**config.mk**
```make
export PLATFORM = sky130hd
export DESIGN_NAME = attack_sequencer
export DESIGN_NICKNAME = d
export VERILOG_FILES = /design/src/rtl/attack_pkg.sv /design/src/rtl/attack_sequencer_aabb.sv /design/src/rtl/attack_sequencer.sv
export SDC_FILE = /design/constraint.sdc
export NUM_CORES = 1
export LEC_CHECK = 0
export BUFFER_PORTS_ARGS = -buffer_cell sky130_fd_sc_hd__buf_2
export CAP_MARGIN = 20
export CELL_PAD_IN_SITES_DETAIL_PLACEMENT = 0
export CELL_PAD_IN_SITES_GLOBAL_PLACEMENT = 1
export CORE_ASPECT_RATIO = 1.5
export CORE_MARGIN = 3
export CORE_UTILIZATION = 41
export CTS_CLUSTER_SIZE = 20
export DETAILED_ROUTE_END_ITERATION = 6
export PLACE_DENSITY_LB_ADDON = 0.1
export SYNTH_ARGS = -nofsm -noshare
export SYNTH_HDL_FRONTEND = slang
export SYNTH_HIERARCHICAL = 1
export SYNTH_SLANG_ARGS = --single-unit
```
**constraint.sdc**
```tcl
create_clock -name clock -period 8.5 [get_ports clock]
set_input_delay 0.425 -clock clock [delete_from_list [all_inputs] [get_ports clock]]
set_output_delay 0.425 -clock clock [all_outputs]
set_load 0.01 [all_outputs]
```
**src/rtl/attack_pkg.sv**
```systemverilog
// Shared encodings for the attack sequencer: phase codes, attack-type
// one-hot indices, 17-bit hitbox vectors and the knockback table.
package attack_pkg;

   typedef enum logic [1:0] {
      PH_IDLE     = 2'd0,
      PH_STARTUP  = 2'd1,
      PH_ACTIVE   = 2'd2,
      PH_RECOVERY = 2'd3
   } phase_t;

   localparam int NUM_TYPES = 10;

   // One-hot positions; attack[idx+1] on the output word
   localparam int T_SMASHU = 0;
   localparam int T_SMASHD = 1;
   localparam int T_SMASHL = 2;
   localparam int T_SMASHR = 3;
   localparam int T_JAB    = 4;
   localparam int T_SPECU  = 5;
   localparam int T_SPECD  = 6;
   localparam int T_SPECL  = 7;
   localparam int T_SPECR  = 8;
   localparam int T_SPECN  = 9;

   typedef logic [NUM_TYPES-1:0] atype_t;

   typedef struct packed {
      logic [16:0] x;
      logic [16:0] y;
   } vec17_t;

   // Subtraction that floors at zero instead of wrapping
   function automatic logic [16:0] satSub(
      input logic [16:0] a,
      input logic [16:0] b
   );
      return (a < b) ? 17'd0 : a - b;
   endfunction

   function automatic logic [31:0] knockbackOf(
      input atype_t t,
      input logic   faceRight
   );
      logic [31:0] kb;
      kb = 32'h0;
      unique case (1'b1)
         t[T_SMASHU]: kb = 32'h0000_0800;
         t[T_SMASHD]: kb = 32'h0000_F7FE;
         t[T_SMASHL]: kb = 32'hF7FE_00E0;
         t[T_SMASHR]: kb = 32'h0800_00E0;
         t[T_JAB]:    kb = faceRight ? 32'h0200_0100
                                     : 32'hFE00_0100;
         default:     kb = 32'h0;
      endcase
      return kb;
   endfunction

endpackage

```
**src/rtl/attack_sequencer_aabb.sv**
```systemverilog
// Strict axis-aligned box overlap test on 17-bit coordinates.
// Ports: apos/asize = box A origin/size, bpos/bsize = box B, hit = overlap.
module aabb_overlap
   import attack_pkg::*;
(
   input  vec17_t apos,
   input  vec17_t asize,
   input  vec17_t bpos,
   input  vec17_t bsize,
   output logic   hit
);

   logic [16:0] aRight;
   logic [16:0] bRight;
   logic [16:0] aTop;
   logic [16:0] bTop;

   assign aRight = apos.x + asize.x;
   assign bRight = bpos.x + bsize.x;
   assign aTop   = apos.y + asize.y;
   assign bTop   = bpos.y + bsize.y;

   assign hit = (apos.x < bRight) && (bpos.x < aRight)
             && (apos.y < bTop)   && (bpos.y < aTop);

endmodule

```
**src/rtl/attack_sequencer.sv**
```systemverilog
// Attack engine: decodes controls into one of ten attacks, runs
// STARTUP/ACTIVE/RECOVERY, builds a directional hitbox, one hit per attack.
// Ports: clock, reset (async, active-low); controls; char1/char2 pos+size;
// attack = {phase, active, type one-hot, hit}; knockback; movement.
module attack_sequencer
   import attack_pkg::*;
#(
   parameter int TIMER_W      = 8,
   parameter int STARTUP_CYC  = 4,
   parameter int ACTIVE_LONG  = 16,
   parameter int ACTIVE_SHORT = 6,
   parameter int RECOVERY_CYC = 8
) (
   input  logic        clock,
   input  logic        reset,
   input  logic [31:0] controls,
   input  logic [31:0] char1pos,
   input  logic [31:0] char1size,
   input  logic [31:0] char2pos,
   input  logic [31:0] char2size,
   output logic [31:0] attack,
   output logic [31:0] knockback,
   output logic [31:0] movement
);

   localparam logic [TIMER_W-1:0] LD_START = TIMER_W'(STARTUP_CYC - 1);
   localparam logic [TIMER_W-1:0] LD_LONG  = TIMER_W'(ACTIVE_LONG - 1);
   localparam logic [TIMER_W-1:0] LD_SHORT = TIMER_W'(ACTIVE_SHORT - 1);
   localparam logic [TIMER_W-1:0] LD_REC   = TIMER_W'(RECOVERY_CYC - 1);

   phase_t             state;
   phase_t             stateNext;
   logic [TIMER_W-1:0] cnt;
   logic [TIMER_W-1:0] cntNext;
   atype_t             typeQ;
   atype_t             typeNext;
   atype_t             reqType;
   logic               faceQ;
   logic               faceNext;
   logic               prevReq;
   logic               anyReq;
   logic               hitQ;
   logic               hitDone;
   logic               overlap;
   logic [31:0]        kbQ;
   logic [1:0]         phase;

   // ---- request decode ----
   logic [2:0] stickX;
   logic [2:0] stickY;
   logic       tiltL, tiltR, tiltU, tiltD;
   logic       btnA, btnB;
   logic       unusedCtl;

   assign stickX = controls[15:13];
   assign stickY = controls[7:5];
   assign tiltL  = (stickX == 3'b000);
   assign tiltR  = (stickX == 3'b111);
   assign tiltU  = (stickY == 3'b111);
   assign tiltD  = (stickY == 3'b000);
   assign btnA   = controls[16];
   assign btnB   = controls[17];

   assign unusedCtl = ^{controls[31:27], controls[25:24],
                        controls[19:18], controls[12:8],
                        controls[4:0]};

   always_comb begin
      reqType = '0;
      if (controls[23])        reqType[T_SMASHL] = 1'b1;
      else if (controls[22])   reqType[T_SMASHR] = 1'b1;
      else if (controls[21])   reqType[T_SMASHU] = 1'b1;
      else if (controls[20])   reqType[T_SMASHD] = 1'b1;
      else if (btnA)           reqType[T_JAB]    = 1'b1;
      else if (btnB && tiltL)  reqType[T_SPECL]  = 1'b1;
      else if (btnB && tiltR)  reqType[T_SPECR]  = 1'b1;
      else if (btnB && tiltU)  reqType[T_SPECU]  = 1'b1;
      else if (btnB && tiltD)  reqType[T_SPECD]  = 1'b1;
      else if (btnB)           reqType[T_SPECN]  = 1'b1;
   end

   assign anyReq = |reqType;

   // ---- phase sequencer ----
   always_comb begin
      stateNext = state;
      cntNext   = cnt;
      typeNext  = typeQ;
      faceNext  = faceQ;
      unique case (state)
         PH_IDLE: begin
            // edge-triggered: a held button must be released first
            if (anyReq && !prevReq) begin
               stateNext = PH_STARTUP;
               cntNext   = LD_START;
               typeNext  = reqType;
               faceNext  = controls[26];
            end
         end
         PH_STARTUP: begin
            if (cnt == '0) begin
               stateNext = PH_ACTIVE;
               cntNext   = typeQ[T_JAB] ? LD_SHORT : LD_LONG;
            end else begin
               cntNext = cnt - 1'b1;
            end
         end
         PH_ACTIVE: begin
            if (cnt == '0) begin
               stateNext = PH_RECOVERY;
               cntNext   = LD_REC;
            end else begin
               cntNext = cnt - 1'b1;
            end
         end
         PH_RECOVERY: begin
            if (cnt == '0) begin
               stateNext = PH_IDLE;
               typeNext  = '0;
            end else begin
               cntNext = cnt - 1'b1;
            end
         end
         default: stateNext = PH_IDLE;
      endcase
   end

   always_ff @(posedge clock or negedge reset) begin
      if (!reset) begin
         state   <= PH_IDLE;
         cnt     <= '0;
         typeQ   <= '0;
         faceQ   <= 1'b0;
         prevReq <= 1'b0;
      end else begin
         state   <= stateNext;
         cnt     <= cntNext;
         typeQ   <= typeNext;
         faceQ   <= faceNext;
         prevReq <= anyReq;
      end
   end

   // ---- hitbox geometry ----
   logic [16:0] x1, y1, w1, h1, hw, hh;
   vec17_t      boxL, boxR, boxU, boxD;
   vec17_t      hbPos, hbSize, c2Pos, c2Size;

   assign x1 = {1'b0, char1pos[31:16]};
   assign y1 = {1'b0, char1pos[15:0]};
   assign w1 = {1'b0, char1size[31:16]};
   assign h1 = {1'b0, char1size[15:0]};
   assign hw = w1 >> 1;
   assign hh = h1 >> 1;

   assign boxL = '{x: satSub(x1, hw),  y: y1 + (hh >> 1)};
   assign boxR = '{x: x1 + w1,         y: y1 + (hh >> 1)};
   assign boxU = '{x: x1 + (hw >> 1),  y: y1 + h1};
   assign boxD = '{x: x1 + (hw >> 1),  y: satSub(y1, hh >> 1)};

   assign hbSize = '{x: hw, y: hh};
   assign c2Pos  = '{x: {1'b0, char2pos[31:16]},
                     y: {1'b0, char2pos[15:0]}};
   assign c2Size = '{x: {1'b0, char2size[31:16]},
                     y: {1'b0, char2size[15:0]}};

   always_comb begin
      hbPos = boxR;
      unique case (1'b1)
         typeQ[T_SMASHL], typeQ[T_SPECL]: hbPos = boxL;
         typeQ[T_SMASHR], typeQ[T_SPECR]: hbPos = boxR;
         typeQ[T_SMASHU], typeQ[T_SPECU]: hbPos = boxU;
         typeQ[T_SMASHD], typeQ[T_SPECD]: hbPos = boxD;
         typeQ[T_JAB], typeQ[T_SPECN]:
            hbPos = faceQ ? boxR : boxL;
         default: hbPos = boxR;
      endcase
   end

   aabb_overlap uOverlap (
      .apos  (hbPos),
      .asize (hbSize),
      .bpos  (c2Pos),
      .bsize (c2Size),
      .hit   (overlap)
   );

   // ---- hit pulse and knockback ----
   always_ff @(posedge clock or negedge reset) begin
      if (!reset) begin
         hitQ    <= 1'b0;
         hitDone <= 1'b0;
         kbQ     <= 32'h0;
      end else begin
         hitQ <= 1'b0;
         if (state == PH_IDLE) begin
            hitDone <= 1'b0;
         end else if (state == PH_ACTIVE && overlap && !hitDone) begin
            hitQ    <= 1'b1;
            hitDone <= 1'b1;
            kbQ     <= knockbackOf(typeQ, faceQ);
         end
      end
   end

   assign phase     = state;
   assign attack    = {18'd0, phase, (state == PH_ACTIVE), typeQ, hitQ};
   assign knockback = kbQ;
   assign movement  = (state == PH_ACTIVE && typeQ[T_SPECU])
                    ? 32'h0000_0010 : 32'h0;

endmodule

```
==> flow_summary.toml, run 1 <==
[floorplan]
rows = 73
ioPinCount = 258
core_um2 = 26900
die_h_um = 209
design.die.area_um2 = 29600
dieWidth_um = 142
start_util = 0.421

[logic_synthesis]
synth_top_area_share = 0.246
synth-simple-area-share = 0.176
synth_top_family_by_area = "compound AO/OA/AOI/OAI gates"
ys_ff_latch = 32
synth_enable_flop_cells = 0
synth-compound-area-share = 0.319
ys_types = 93
seq_area_frac_synth = 0.0709
netlist_instances = 1481
avgSynthCellArea_um2 = 7.62
netlist_area_um2 = 11300
synth_xor_xnor_area_share = 0.0807
yosys_warnings = 6
ys.flop_type = "dfrtp_1"
synthMuxAreaShare = 0.00576
synthTopCellsByArea = "ha_1, dfrtp_1, a21oi_1"
synth-adder-area-share = 0.264
synth_top_area_cell = "ha_1"
async_flop_share = 1.00

[cells_and_area]
area_growth_pct = 9.97
nets = 2038
drive_above_1_share = 0.147
final_core_util = 0.462
layout_common_cells = "ha_1, buf_2, a21oi_1"
final_common_cell = "ha_1"

[grt]
antenna_found_initial = 0
gr-usage-all-layers = 0.227
grt_max_degree = 33
grt_overflow_total = 0
grt_pass1_wl_mm = 55.4
grt_pass1_vias = 11314

[route]
wl_mm = 35.6
ant_nets = 0
drtPass1Iterations = 5
wl_per_cell_um = 18.0
drc = 0
drtIter0Drc = 470
routed_via_density = 5.70
num_vias = 11312

[clock_tree]
numCtsBuffers = 5
cts.path.max_buffers = 2
insertion_delay_ps = 270
ctsResizeCount = 0
root_buffer = "clkbuf_16"
cts_setup_buffers = 0
ctsHoldBuffers = 0
h-tree-depth = 2
tritoncts = "done"
clock_sinks = 32
path_clk_slew_ps = 50

[power]
p_per_area_nw_per_um2 = 298
seq_power_share = 0.072
leakage_nw = 6.12
p_sw_frac = 0.554
total_power_mw = 3.70
clkPwrFrac = 0.048
vdd_ir_drop_max_mv = 0.248
p_sw_mw = 2.05
intPower_mw = 1.65
combPwrFrac = 0.880

[placed_design]
gp_congestion = 0.908
io_buffers = 187
place_hpwl_mm = 31.1

[sta]
holdWs_ps = 210
tightest_slew_ps = 1100
fin_crit_sh = 0.844
rsz0062_at_grt = "false"
slew-limit-headroom = 0.263
slew_viol_final = 0
fmax_ghz = 0.139
skew_ps = 3.09
finalSetupViolCount = 0
post-route-min-period_ps = 7180
finalHoldViolations = 0
setup_tns_ps = 0

[setup_path]
required_ps = 8660
worstRegToRegCells = 24
crit_type = "in -> reg"
crit_path_max_incr_delay_ps = 460
reg2reg_from = "typeQ[1]$_DFFE_PN0P_"
critical-path-slowest-cell = "nand2_1"
cp-end-kind = "register"
cp-start-kind = "input port"
path_max_fanout = 17
cp.arrival_ps = 7340
rrSetupSlack_ps = 1710
critPathMostFrequentCell = "ha_1"
r2r-end = "knockback[11]$_DFFE_PN0P_"

[status]
outcome = "completed"

[flow_run]
maxCapViolCount = 0

[hold_path]
min_path_type = "in -> async"
==> Yosys cell counts, types with 4 or more instances <==
library cell  instances
a2111oi_0             4
a211o_1               6
a211oi_1             15
a211oi_2              4
a21boi_0              4
a21o_1               56
a21oi_1             150
a221oi_1             10
a222oi_1              4
a22oi_1              10
a31oi_1              11
and2_1                8
and3_1                8
buf_4                74
clkbuf_1             20
dfrtp_1              32
fa_1                 10
ha_1                222
inv_1                81
mux2_2                4
nand2_1              92
nand2b_1             25
nand3_1              21
nand3b_1              5
nand4_1              21
nor2_1              111
nor2b_1              23
nor3_1               39
nor4_1                5
o211ai_1              9
o21a_1               23
o21ai_0              95
o21ai_1               7
o21bai_1             15
o221ai_1              7
o22ai_1              16
o31a_1                5
o31ai_1              19
o41a_1                4
or2_2                 6
or3_1                13
xnor2_1              45
xor2_1               59
==> cell type report <==
type | count | area, um^2
clock buffer | 6 | 139
sequential | 32 | 801
timing repair buffer | 192 | 973
clock inverter | 2 | 10.0
inverter | 81 | 304
tap | 337 | 422
fill | 2862 | 14400
multi-input combinational | 1332 | 9770
antenna | 1 | 2.50
==> metrics by stage <==
| step | cells | setup slack, ps | area [um^2] |
|---|---|---|---|
| 2_1_floorplan | 1541 | 2090 | 11500 |
| 3_3_place_gp | 1973 | 1110 | 12300 |
| 3_5_place_dp | 1973 | 1050 | 12300 |
| 4_1_cts | 1981 | 1320 | 12400 |
| 5_1_grt | 1982 | 673 | 12400 |
| 6_report | 1983 | 1320 | 12400 |
==> layer usage <==
metal  track usage  up-vias  share of wire
li1              -     5744              -
met1         0.241     5273           0.38
met2         0.466      230           0.55
met3       0.00912       65          0.029
met4        0.0722        0          0.036
met5             0        -              0
==> logic make-up (layout without fill, tap and decap cells) <==
group                      Yosys count  count (layout)
AOI/OAI and AO/OA                  529             529
xor gates and xnor gates           104             104
adders and majority gates          232             232
buffers and inverters              177             281
DFF                                 32              32
muxes                                6               6
other                                1              62
and+or+nand+nor                    400             400
==> worst max-delay path, delay by kind of cell <==
family / cells / cell delay (ps)
adder cells (fa/ha/maj): 3 / 1010
AND/OR/NAND/NOR: 11 / 2530
multiplexers: 1 / 340
XOR/XNOR: 1 / 140
buffers and inverters: 3 / 460
AO/OA/AOI/OAI: 10 / 2410
==> power groups by stage <==
stage	clock (mW)	combinational [mW]	sequential (mW)
floorplan	0	2.45	0.268
global placement	0	3.21	0.267
detailed placement	0	3.24	0.269
CTS	0.182	3.26	0.267
global route	0.188	3.66	0.278
finish	0.179	3.26	0.266
==> worst max-delay path by stage <==
stage                  startpoint                        end  slack (ps)  cells after the start
global route         char1size[3]  knockback[11]$_DFFE_PN0P_         670                     29
detailed placement   char1size[3]  knockback[24]$_DFFE_PN0P_        1050                     29
global placement     char1size[3]  knockback[11]$_DFFE_PN0P_        1110                     29
floorplan           char1size[18]   knockback[7]$_DFFE_PN0P_        2090                     30
finish               char1size[3]  knockback[11]$_DFFE_PN0P_        1320                     29
CTS                  char1size[3]  knockback[24]$_DFFE_PN0P_        1320                     29
==> registers in the layout, summed over array words and instances, names as in the netlist <==
signal     flops
hitDone        1
cnt            8
prevReq        1
knockback      8
typeQ         10
hitQ           1
faceQ          1
phase          2
Power figures use the tool's default switching activity.
==> run 2: changes to the inputs <==
--- a/config.mk
+++ b/config.mk
@@ -5,13 +5,14 @@
 export SDC_FILE = /design/constraint.sdc
 export NUM_CORES = 1
 export LEC_CHECK = 0
+export ABC_AREA = 1
 export BUFFER_PORTS_ARGS = -buffer_cell sky130_fd_sc_hd__buf_2
 export CAP_MARGIN = 20
 export CELL_PAD_IN_SITES_DETAIL_PLACEMENT = 0
 export CELL_PAD_IN_SITES_GLOBAL_PLACEMENT = 1
 export CORE_ASPECT_RATIO = 1.5
 export CORE_MARGIN = 3
-export CORE_UTILIZATION = 41
+export CORE_UTILIZATION = 40
 export CTS_CLUSTER_SIZE = 20
 export DETAILED_ROUTE_END_ITERATION = 6
 export PLACE_DENSITY_LB_ADDON = 0.1
==> constraint.sdc (replaced) <==
create_clock -name clock -period 7.4 [get_ports clock]
set_input_delay 0.37 -clock clock [delete_from_list [all_inputs] [get_ports clock]]
set_output_delay 0.37 -clock clock [all_outputs]
set_load 0.01 [all_outputs]
==> run 2 against run 1 <==
Compared with the run above:
- setup slack worse by 72 ps
- clock skew rose by 3.0 ps
- total power decreased by 51%
- core utilization shrank 1.6 points
- wire length increased by 17%
- non-clock buffer count down 5
- sequential cell count unchanged
- final area rose by 12%
- via count grew 20%
- first-iteration DRC count is 17% higher
- critical path depth did not move
- combinational power shrank 57%
- critical path type is now reg -> reg
- largest power group unchanged
- highest routed layer is now met5
==> flow_summary.toml, run 2 <==
[status]
outcome = "completed"

[floorplan]
core_um2 = 31200
ioPinCount = 258
design.die.area_um2 = 34100
start_util = 0.408
dieWidth_um = 152
die_h_um = 225
rows = 79

[cells_and_area]
largest_reg_flops = 10
final_core_util = 0.446
fin_cells = 2676
regMostFlops = "typeQ"
nets = 2661
final_common_cell = "nand2_1"
drive_above_1_share = 0.123
area_growth_pct = 9.27
layout_common_cells = "nand2_1, inv_1, ha_1"

[hold_path]
min_path_type = "in -> async"

[sta]
fmax_ghz = 0.163
slew-limit-headroom = 0.500
skew_ps = 6.08
finalSetupViolCount = 0
finalHoldViolations = 0
tightest_slew_ps = 749
post-route-min-period_ps = 6150
rsz0062_at_grt = "false"
setup_tns_ps = 0
fin_crit_sh = 0.831
slew_viol_final = 0
final.setup.worst_slack_ps = 1250

[clock_tree]
cts_setup_buffers = 0
root_buffer = "clkbuf_16"
cts.path.max_buffers = 2
ctsResizeCount = 0
path_clk_slew_ps = 60
ctsHoldBuffers = 0
clock_sinks = 32
h-tree-depth = 2
numCtsBuffers = 5
insertion_delay_ps = 280
tritoncts = "done"

[setup_path]
required_ps = 7550
crit_type = "reg -> reg"
cp.arrival_ps = 6300
reg2reg_from = "typeQ[5]$_DFFE_PN0P_"
worstRegToRegCells = 29
path_max_fanout = 14
rrSetupSlack_ps = 1250
r2r-end = "knockback[15]$_DFFE_PN0P_"
crit_path_max_incr_delay_ps = 570
cp-end-kind = "register"
cp-start-kind = "register"
critical-path-slowest-cell = "nor2_2"

[route]
wl_per_cell_um = 15.6
ant_nets = 0
drtIter0Drc = 550
num_vias = 13559
drc = 0
drtPass1Iterations = 5
wl_mm = 41.7
routed_via_density = 5.07

[placed_design]
pre_cts_slack_ps = 1120
dp_cells = 2665
place_hpwl_mm = 36.9
io_buffers = 187
gp_congestion = 0.935

[power]
total_power_mw = 1.80
clkPwrFrac = 0.133
intPower_mw = 0.850
seq_power_share = 0.097
combPwrFrac = 0.770
leakage_nw = 7.83
p_sw_frac = 0.528
p_sw_mw = 0.952
p_per_area_nw_per_um2 = 129
vdd_ir_drop_max_mv = 0.0944

[logic_synthesis]
synth_top_area_cell = "ha_1"
seq_area_frac_synth = 0.0628
yosys_warnings = 6
netlist_area_um2 = 12800
synth_enable_flop_cells = 0
ys_ff_latch = 32
synthTopCellsByArea = "ha_1, nand2_1, inv_1"
ys_types = 58
netlist_instances = 2103
synth_top_cells_by_count = "nand2_1, inv_1, ha_1"
ys.flop_type = "dfrtp_1"
avgSynthCellArea_um2 = 6.06
synth_top_area_share = 0.218
yosysMostFrequentCell = "nand2_1"
async_flop_share = 1.00

[grt]
grt_overflow_total = 0
antenna_found_initial = 3
grt_pass1_vias = 12979
gr-usage-all-layers = 0.237
grt_max_degree = 33
grt_pass1_wl_mm = 64.6

[flow_run]
maxCapViolCount = 0
[run 2: worst max path at each step]
stage                                    start                         to  slack (ps)  cells past startpoint
after floorplan                  char1size[28]  knockback[15]$_DFFE_PN0P_        2810                     38
after global placement           char1size[22]  knockback[15]$_DFFE_PN0P_        1170                     36
after detailed placement         char1size[22]  knockback[15]$_DFFE_PN0P_        1120                     36
after CTS                 typeQ[5]$_DFFE_PN0P_  knockback[15]$_DFFE_PN0P_        1130                     24
after global routing      typeQ[5]$_DFFE_PN0P_  knockback[15]$_DFFE_PN0P_         530                     30
final                     typeQ[5]$_DFFE_PN0P_  knockback[15]$_DFFE_PN0P_        1250                     29
[run 2: per-stage QoR]
stage / hold slack [ps] / instance area [um^2]
finish: 157 / 13900
CTS: 186 / 13900
floorplan: 74.4 / 13000
global placement: 455 / 13800
global route: 221 / 13900
detailed placement: 470 / 13800
[run 2: area by class of cell]
| cell class | instances | area, um^2 |
|---|---|---|
| diodes | 3 | 7.51 |
| clock buffers | 5 | 125 |
| clock inverters | 3 | 42.5 |
| fillers | 3506 | 17300 |
| inverters | 290 | 1090 |
| multi-input cells | 1751 | 10400 |
| flip-flops and latches | 32 | 801 |
| well taps | 405 | 507 |
| repair buffers | 187 | 936 |
[run 2: cell families (layout without fill, tap and decap cells)]
logic type	Yosys count	count (layout)	share of synthesized area
other	1	64	0.000294
AO/OA/AOI/OAI	355	355	0.159
AND/OR/NAND/NOR	1023	1023	0.352
buffers and inverters	380	485	0.137
flip-flops	32	32	0.0628
adder cells (fa/ha/maj)	232	232	0.234
XOR/XNOR	80	80	0.0550
[run 2: worst max-delay path: cells and delay by family (launching register included)]
family | cells | cell delay (ps)
compound gates | 6 | 1020
fa+ha+maj | 3 | 940
buf+inv | 2 | 310
flops | 1 | 420
simple gates | 18 | 3300
[run 2: layer usage]
metal	share of wire	track usage	vias up
met5	0.00017	0	-
met4	0.035	0.0809	2
met3	0.030	0.0119	81
met2	0.54	0.464	286
met1	0.40	0.266	6031
li1	-	-	7159
[run 2: power groups by stage]
| stage | logic (mW) | registers, mW | clock network [mW] |
|---|---|---|---|
| after floorplan | 1.04 | 0.178 | 0 |
| after global placement | 1.37 | 0.178 | 0 |
| after detailed placement | 1.39 | 0.178 | 0 |
| after CTS | 1.40 | 0.175 | 0.242 |
| after global routing | 1.59 | 0.175 | 0.250 |
| final | 1.39 | 0.175 | 0.239 |
